==> config.mk <==
export PLATFORM = sky130hd
export DESIGN_NAME = img_sram_arbiter
export DESIGN_NICKNAME = d
export VERILOG_FILES = /design/src/rtl/img_conv_pkg.sv /design/src/rtl/img_rr_picker.sv /design/src/rtl/img_sram_arbiter.sv
export SDC_FILE = /design/constraint.sdc
export NUM_CORES = 1
export LEC_CHECK = 0
export BUFFER_PORTS_ARGS = -buffer_cell sky130_fd_sc_hd__buf_2
export CAP_MARGIN = 0
export CORE_MARGIN = 3
export CORE_UTILIZATION = 33
export CTS_CLUSTER_SIZE = 30
export DETAILED_ROUTE_END_ITERATION = 8
export GPL_TIMING_DRIVEN = 0
export HOLD_SLACK_MARGIN = 0.1
export PLACE_DENSITY = 0.77
export SLEW_MARGIN = 10
export SYNTH_ARGS = -nofsm -noshare
export SYNTH_HDL_FRONTEND = slang
export SYNTH_HIERARCHICAL = 1
export SYNTH_SLANG_ARGS = --single-unit
==> constraint.sdc <==
create_clock -name clk -period 2.1 [get_ports clk]
set_input_delay 0 -clock clk [delete_from_list [all_inputs] [get_ports clk]]
set_output_delay 0 -clock clk [all_outputs]
set_load 0.01 [all_outputs]
==> src/rtl/img_conv_pkg.sv <==
// -----------------------------------------------------------------------------
// img_conv_pkg
//   Shared types and constants for the image SRAM path.
//   - arb_state_t  : arbiter FSM states (idle / granted / read drain)
//   - REQ_*        : requester slot numbers on the image SRAM arbiter
//   - IMG_ARB_NREQ : number of requesters sharing the image SRAM
// -----------------------------------------------------------------------------
package img_conv_pkg;

  localparam int IMG_ARB_NREQ = 3;

  localparam int REQ_IO_RX = 0;
  localparam int REQ_IO_TX = 1;
  localparam int REQ_CONV  = 2;

  typedef enum logic [1:0] {
    ARB_IDLE  = 2'd0,
    ARB_GRANT = 2'd1,
    ARB_DRAIN = 2'd2
  } arb_state_t;

endpackage

==> src/rtl/img_rr_picker.sv <==
// -----------------------------------------------------------------------------
// img_rr_picker
//   Combinational round-robin selector. Scans req starting at rr_last+1
//   (wrapping modulo NREQ) and returns the first set bit as a one-hot pick.
// Ports:
//   req     in   NREQ   request vector
//   rr_last in   IDX_W  index of the most recent owner
//   pick    out  NREQ   one-hot winner (zero when nothing requests)
//   valid   out  1      at least one request present
// -----------------------------------------------------------------------------
module img_rr_picker
  import img_conv_pkg::*;
#(
  parameter  int NREQ  = IMG_ARB_NREQ,
  localparam int IDX_W = (NREQ > 1) ? $clog2(NREQ) : 1
) (
  input  logic [NREQ-1:0]  req,
  input  logic [IDX_W-1:0] rr_last,
  output logic [NREQ-1:0]  pick,
  output logic             valid
);

  int idx;

  always_comb begin
    pick  = '0;
    valid = 1'b0;
    idx   = 0;
    // Offsets 1..NREQ: the previous owner is considered last.
    for (int i = 1; i <= NREQ; i++) begin
      idx = (int'(rr_last) + i) % NREQ;
      if (!valid && req[idx]) begin
        pick[idx] = 1'b1;
        valid     = 1'b1;
      end
    end
  end

endmodule

==> src/rtl/img_sram_arbiter.sv <==
// -----------------------------------------------------------------------------
// img_sram_arbiter
//   Shares the single image SRAM port between NREQ requesters with a req/gnt
//   handshake and round-robin selection. An owner keeps the port until it
//   drops req; reads still in the SRAM pipeline drain before the next grant.
//
// Optional feature: define IMG_ARB_WATCHDOG_EN to build a hold watchdog that
//   forces an owner off after MAX_HOLD granted cycles when someone else waits.
//   Without it timeout_err is constant zero and grants are unbounded.
//
// Ports:
//   clk, rst               clock, synchronous active-high reset
//   req / gnt              per-requester request (level) / one-hot grant
//   m_row, m_col, m_din    packed per-requester address / write data
//   m_write_en, m_sense_en per-requester strobes
//   rd_data, rd_valid      read data broadcast + one-hot owner of the data
//   sram_*                 SRAM port (row, col, din, write_en, sense_en, dout)
//   busy                   FSM not idle
//   timeout_err            sticky per-requester watchdog flags
// -----------------------------------------------------------------------------
module img_sram_arbiter
  import img_conv_pkg::*;
#(
  parameter int NREQ     = IMG_ARB_NREQ,
  parameter int ADDR_W   = 8,
  parameter int DATA_W   = 8,
  parameter int RD_LAT   = 1,
  parameter int MAX_HOLD = 256
) (
  input  logic                     clk,
  input  logic                     rst,
  input  logic [NREQ-1:0]          req,
  output logic [NREQ-1:0]          gnt,
  input  logic [NREQ*ADDR_W-1:0]   m_row,
  input  logic [NREQ*ADDR_W-1:0]   m_col,
  input  logic [NREQ*DATA_W-1:0]   m_din,
  input  logic [NREQ-1:0]          m_write_en,
  input  logic [NREQ-1:0]          m_sense_en,
  output logic [DATA_W-1:0]        rd_data,
  output logic [NREQ-1:0]          rd_valid,
  output logic [ADDR_W-1:0]        sram_row,
  output logic [ADDR_W-1:0]        sram_col,
  output logic [DATA_W-1:0]        sram_din,
  output logic                     sram_write_en,
  output logic                     sram_sense_en,
  input  logic [DATA_W-1:0]        sram_dout,
  output logic                     busy,
  output logic [NREQ-1:0]          timeout_err
);

  localparam int IDX_W  = (NREQ > 1) ? $clog2(NREQ) : 1;
  localparam int DCNT_W = $clog2(RD_LAT + 1);

  if (RD_LAT < 1 || MAX_HOLD < 1) begin : g_bad_cfg
    $error("img_sram_arbiter: RD_LAT and MAX_HOLD must be >= 1");
  end

  arb_state_t         state_q, state_d;
  logic [NREQ-1:0]    gnt_q, gnt_d;
  logic [IDX_W-1:0]   rr_last_q, rr_last_d;
  logic [DCNT_W-1:0]  drain_cnt_q, drain_cnt_d;
  logic [NREQ-1:0]    rd_pipe_q [RD_LAT];
  logic [NREQ-1:0]    rd_pipe_d [RD_LAT];

  logic [NREQ-1:0]    pick;
  logic               pick_valid;
  logic [IDX_W-1:0]   pick_idx;
  logic [NREQ-1:0]    eff_gnt;
  logic [NREQ-1:0]    read_push;
  logic               force_release;

  img_rr_picker #(.NREQ(NREQ)) u_picker (
    .req     (req),
    .rr_last (rr_last_q),
    .pick    (pick),
    .valid   (pick_valid)
  );

  always_comb begin
    pick_idx = '0;
    for (int i = 0; i < NREQ; i++) begin
      if (pick[i]) pick_idx = IDX_W'(i);
    end
  end

  // The grant seen by the owner and the port mux drops in the same cycle
  // the owner lowers req (or the watchdog fires). Reset also blanks the port
  // so no access can start while rst is high.
  always_comb begin
    eff_gnt = '0;
    if (state_q == ARB_GRANT && !rst) begin
      eff_gnt = gnt_q & req & ~{NREQ{force_release}};
    end
  end

  assign gnt  = eff_gnt;
  assign busy = (state_q != ARB_IDLE);

  // SRAM port mux; idle values whenever nobody holds an effective grant.
  always_comb begin
    sram_row      = '0;
    sram_col      = '0;
    sram_din      = '0;
    sram_write_en = 1'b0;
    sram_sense_en = 1'b0;
    for (int i = 0; i < NREQ; i++) begin
      if (eff_gnt[i]) begin
        sram_row      = m_row[i*ADDR_W +: ADDR_W];
        sram_col      = m_col[i*ADDR_W +: ADDR_W];
        sram_din      = m_din[i*DATA_W +: DATA_W];
        sram_write_en = m_write_en[i];
        sram_sense_en = m_sense_en[i];
      end
    end
  end

  // A write with sense_en also high is treated as a write: nothing returns.
  assign read_push = (sram_sense_en && !sram_write_en) ? eff_gnt : '0;

  // Read-return pipe: tags each read with its owner for RD_LAT cycles.
  genvar gi;
  for (gi = 0; gi < RD_LAT; gi++) begin : g_rd_pipe
    if (gi == 0) begin : g_head
      assign rd_pipe_d[gi] = read_push;
    end else begin : g_tail
      assign rd_pipe_d[gi] = rd_pipe_q[gi-1];
    end
  end

  assign rd_valid = rd_pipe_q[RD_LAT-1];
  assign rd_data  = sram_dout;

  always_comb begin
    state_d     = state_q;
    gnt_d       = gnt_q;
    rr_last_d   = rr_last_q;
    drain_cnt_d = drain_cnt_q;
    unique case (state_q)
      ARB_IDLE: begin
        if (pick_valid) begin
          gnt_d     = pick;
          rr_last_d = pick_idx;
          state_d   = ARB_GRANT;
        end
      end
      ARB_GRANT: begin
        if (!(|(gnt_q & req)) || force_release) begin
          gnt_d       = '0;
          state_d     = ARB_DRAIN;
          drain_cnt_d = DCNT_W'(RD_LAT);
        end
      end
      ARB_DRAIN: begin
        // Requests raised here (even by the old owner) wait for ARB_IDLE.
        if (drain_cnt_q <= DCNT_W'(1)) begin
          state_d = ARB_IDLE;
        end else begin
          drain_cnt_d = drain_cnt_q - DCNT_W'(1);
        end
      end
      default: begin
        state_d = ARB_IDLE;
        gnt_d   = '0;
      end
    endcase
  end

  always_ff @(posedge clk) begin
    if (rst) begin
      state_q     <= ARB_IDLE;
      gnt_q       <= '0;
      rr_last_q   <= IDX_W'(NREQ - 1);
      drain_cnt_q <= '0;
      rd_pipe_q   <= '{default: '0};
    end else begin
      state_q     <= state_d;
      gnt_q       <= gnt_d;
      rr_last_q   <= rr_last_d;
      drain_cnt_q <= drain_cnt_d;
      rd_pipe_q   <= rd_pipe_d;
    end
  end

`ifdef IMG_ARB_WATCHDOG_EN
  localparam int HCNT_W = $clog2(MAX_HOLD + 1);

  logic [HCNT_W-1:0] hold_cnt_q, hold_cnt_d;
  logic [NREQ-1:0]   timeout_err_q, timeout_err_d;

  // The counter saturates at MAX_HOLD, so a lone owner is never evicted;
  // the release fires only once a competing request shows up.
  always_comb begin
    force_release = (state_q == ARB_GRANT) &&
                    (hold_cnt_q == HCNT_W'(MAX_HOLD)) &&
                    (|(gnt_q & req)) && (|(req & ~gnt_q));
    hold_cnt_d = hold_cnt_q;
    if (state_q != ARB_GRANT) begin
      hold_cnt_d = '0;
    end else if (hold_cnt_q != HCNT_W'(MAX_HOLD)) begin
      hold_cnt_d = hold_cnt_q + HCNT_W'(1);
    end
    timeout_err_d = timeout_err_q | (force_release ? gnt_q : '0);
  end

  always_ff @(posedge clk) begin
    if (rst) begin
      hold_cnt_q    <= '0;
      timeout_err_q <= '0;
    end else begin
      hold_cnt_q    <= hold_cnt_d;
      timeout_err_q <= timeout_err_d;
    end
  end

  assign timeout_err = timeout_err_q;
`else
  assign force_release = 1'b0;
  assign timeout_err   = '0;
`endif

endmodule
==> results.cfg <==
[outcome]
status = completed

[layout]
num_antenna_cells = 0
syn_to_final_growth_pct = 62.65
fillers = 390
drive_above_1_share = 0.5299
final_cells = 382
final_nets = 430

[clocking]
cts_root_buf = clkbuf_8
clk_path_buf_depth = 2
insertion_delay_ns = 0.24
path_clk_slew_ns = 0.05
htreeDepth = 1
cts.sinks = 10
cts_tree = done
cts-buffers-inserted = 3

[worst_setup_path]
reg2reg_from = rr_last_q[1]$_SDFFE_PP1P_
r2r_end = gnt_q[2]$_SDFFE_PP0P_
crit_fanout = 9
rrSetupSlack_ns = 0.15
startpoint_type = register
critPathArrivalTime_ns = 2.08
critical_path_buf_inv_count = 2
r2r_cells = 11
cp_slowest_cell = dfxtp_4
critical_path_class = register to register
critPathTopFamily = simple AND/OR/NAND/NOR gates
slowest_delay_ns = 0.35
crit_required_ns = 2.23
crit_chain = inv_2, ha_1, buf_6, nand2_2, a22oi_2, and3_1, o21bai_2, nor2b_4, mux2i_1, a2bb2oi_1, nor2_1
end_kind = register

[synth]
synth.area.top_cells = nor2_1, a221oi_1, dfxtp_1, buf_4, ha_1
synth_top_area_share = 0.1578
ys_seq_area_frac = 0.1451
synthFlopType = dfxtp_1
synth_cell_types = 41
synth-async-reset-ratio = 0
syn_area_um2 = 1380
synth_edf_count = 0
synth-warning-count = 6
ys_seq_elements = 10
yosysTopAreaCell = nor2_1
avgSynthCellArea_um2 = 7.041
syn-instance-count = 196

[sta]
tns_ns = 0
fin_ws_ns = 0.1470
drv_slew = 0
finClkSkew_ns = 0.004387
fin_crit_sh = 0.9300
period_needed_ns = 1.953
fin_hold_ws_ns = 0.1830
setup_viol = 0
clock.fmax_ghz = 0.5120
hold_violations = 0

[routing]
firstDrtPassIters = 4
num_vias = 1937
route.detailed.drc = 0
routed_via_density = 5.071
detail-route-antenna-nets = 0
drtIter0Drc = 85
wire_per_inst_um = 13.97
wl_um = 5335

[die]
io_pins = 135
die_x_um = 70.67
rows = 22
die_area_um2 = 4994
fp.dieH_um = 70.67
start_util = 0.3581
core_area_um2 = 3854

[hold_path]
min_to = rd_data[3]
hold_class = input port to output pin
hp-start = sram_dout[3]
whs_path_depth = 2

[grt]
grt_usage = 0.1977
grt_max_degree = 11
first_global_vias = 1735
overflow = 0
grt_pass1_wl_um = 8231
antenna_found_initial = 0

[power]
p_leak_uw = 0.001267
vdd_drop_max_v = 0.0008655
total_power_uw = 1766
powerDensity_nw_per_um2 = 786.9

[placement]
gp_congestion = 0.8643
place_ws_ns = -0.1828
port_buffers = 123
dp_cells = 369
hpwlAfterDp_um = 4204

[flow_run]
max_cap_viol_count = 0
-- cell usage after synthesis, drive strengths merged, types with 4 or more instances --
master	instances
nand3b	4
mux2i	4
a21oi	7
ha	4
o21ai	5
inv	8
o22ai	5
nand2	9
a221oi	25
dfxtp	10
buf	22
nor2	59
-- stage by stage --
stage | utilization | instance area (um2)
after floorplan | - | 1388
after global placement | 0.5354 | 2063
after detailed placement | 0.5354 | 2063
after CTS | 0.5604 | 2160
after global routing | 0.5825 | 2245
final | 0.5825 | 2245
-- layout make-up --
type                    instances  area, um2  area share
inverters                       8      30.03     0.01338
repair buffers                133      698.2      0.3110
well taps                      48      60.06     0.02676
clock buffers                   4      55.05     0.02453
plain buffers                  23      172.7     0.07692
multi-input cells             156       1021      0.4549
flip-flops and latches         10      207.7     0.09253
-- worst register-to-register path, stage by stage (launching register included) --
cell,delay (ns)
dfxtp_4,0.35
inv_2,0.04
ha_1,0.18
buf_6,0.14
nand2_2,0.06
a22oi_2,0.06
and3_1,0.20
o21bai_2,0.19
nor2b_4,0.21
mux2i_1,0.20
a2bb2oi_1,0.17
nor2_1,0.05
-- power by group --
part | leakage [uW] | internal (uW) | switching, uW | total (uW)
clock network | 0.0000288 | 165 | 82.7 | 248
logic | 0.00116 | 618 | 584 | 1200
registers | 0.0000826 | 254 | 62.3 | 316
total | 0.00127 | 1040 | 729 | 1770
-- placed cells by master (no fill, tap or decap), types with 3 or more instances in the layout --
| master | count |
|---|---|
| buf_2 | 123 |
| nor2_1 | 57 |
| buf_4 | 25 |
| a221oi_1 | 24 |
| nand2_1 | 8 |
| dfxtp_1 | 8 |
| a21oi_1 | 7 |
| inv_1 | 5 |
| o22ai_1 | 5 |
| nand3b_1 | 4 |
| mux2i_1 | 4 |
| clkbuf_8 | 4 |
| inv_2 | 3 |
| and2_1 | 3 |
| conb_1 | 3 |
| dlygate4sd3_1 | 3 |
| ha_1 | 3 |
-- what timing repair did --
| action | in CTS | in global routing |
|---|---|---|
| hold endpoints to repair | 7 | 0 |
| hold buffers | 3 | 0 |
| gates cloned | 0 | 0 |
| resized for setup | 3 | 15 |
| setup endpoints to repair | 3 | 24 |
| setup buffers | 0 | 7 |
| pin swaps | 0 | 3 |
-- kinds of logic after synthesis --
family | after synthesis | share of synthesized area
muxes | 4 | 0.02901
AOI/OAI and AO/OA | 52 | 0.2992
other | 1 | 0.002717
adders and majority gates | 4 | 0.03627
and+or+nand+nor | 93 | 0.3427
DFF | 10 | 0.1451
buffers and inverters | 32 | 0.1451
-- how the worst max path moves through the flow --
stage                              startpoint                     to  slack [ns]  cells after the start
global route                              rst            sram_row[3]      -0.008                      9
finish              rr_last_q[1]$_SDFFE_PP1P_  gnt_q[2]$_SDFFE_PP0P_        0.15                     11
global placement    rr_last_q[0]$_SDFFE_PP0P_  gnt_q[2]$_SDFFE_PP0P_       -0.15                     10
floorplan           rr_last_q[0]$_SDFFE_PP0P_  gnt_q[0]$_SDFFE_PP0P_        0.08                     11
detailed placement  rr_last_q[0]$_SDFFE_PP0P_  gnt_q[2]$_SDFFE_PP0P_       -0.18                     10
CTS                 rr_last_q[0]$_SDFFE_PP0P_  gnt_q[2]$_SDFFE_PP0P_        0.01                     11
-- registers in the layout, indices dropped and copies added (netlist names) --
register   count
gnt_q          3
rd_valid       3
rr_last_q      2
state_q        2
-- routing by layer --
metal,track usage,part of all wire
met2,0.3493,0.51
met3,0.04688,0.078
met5,0,0
met4,0.05219,0.010
met1,0.2398,0.40
Note: power is estimated with default switching activity, not from simulation.
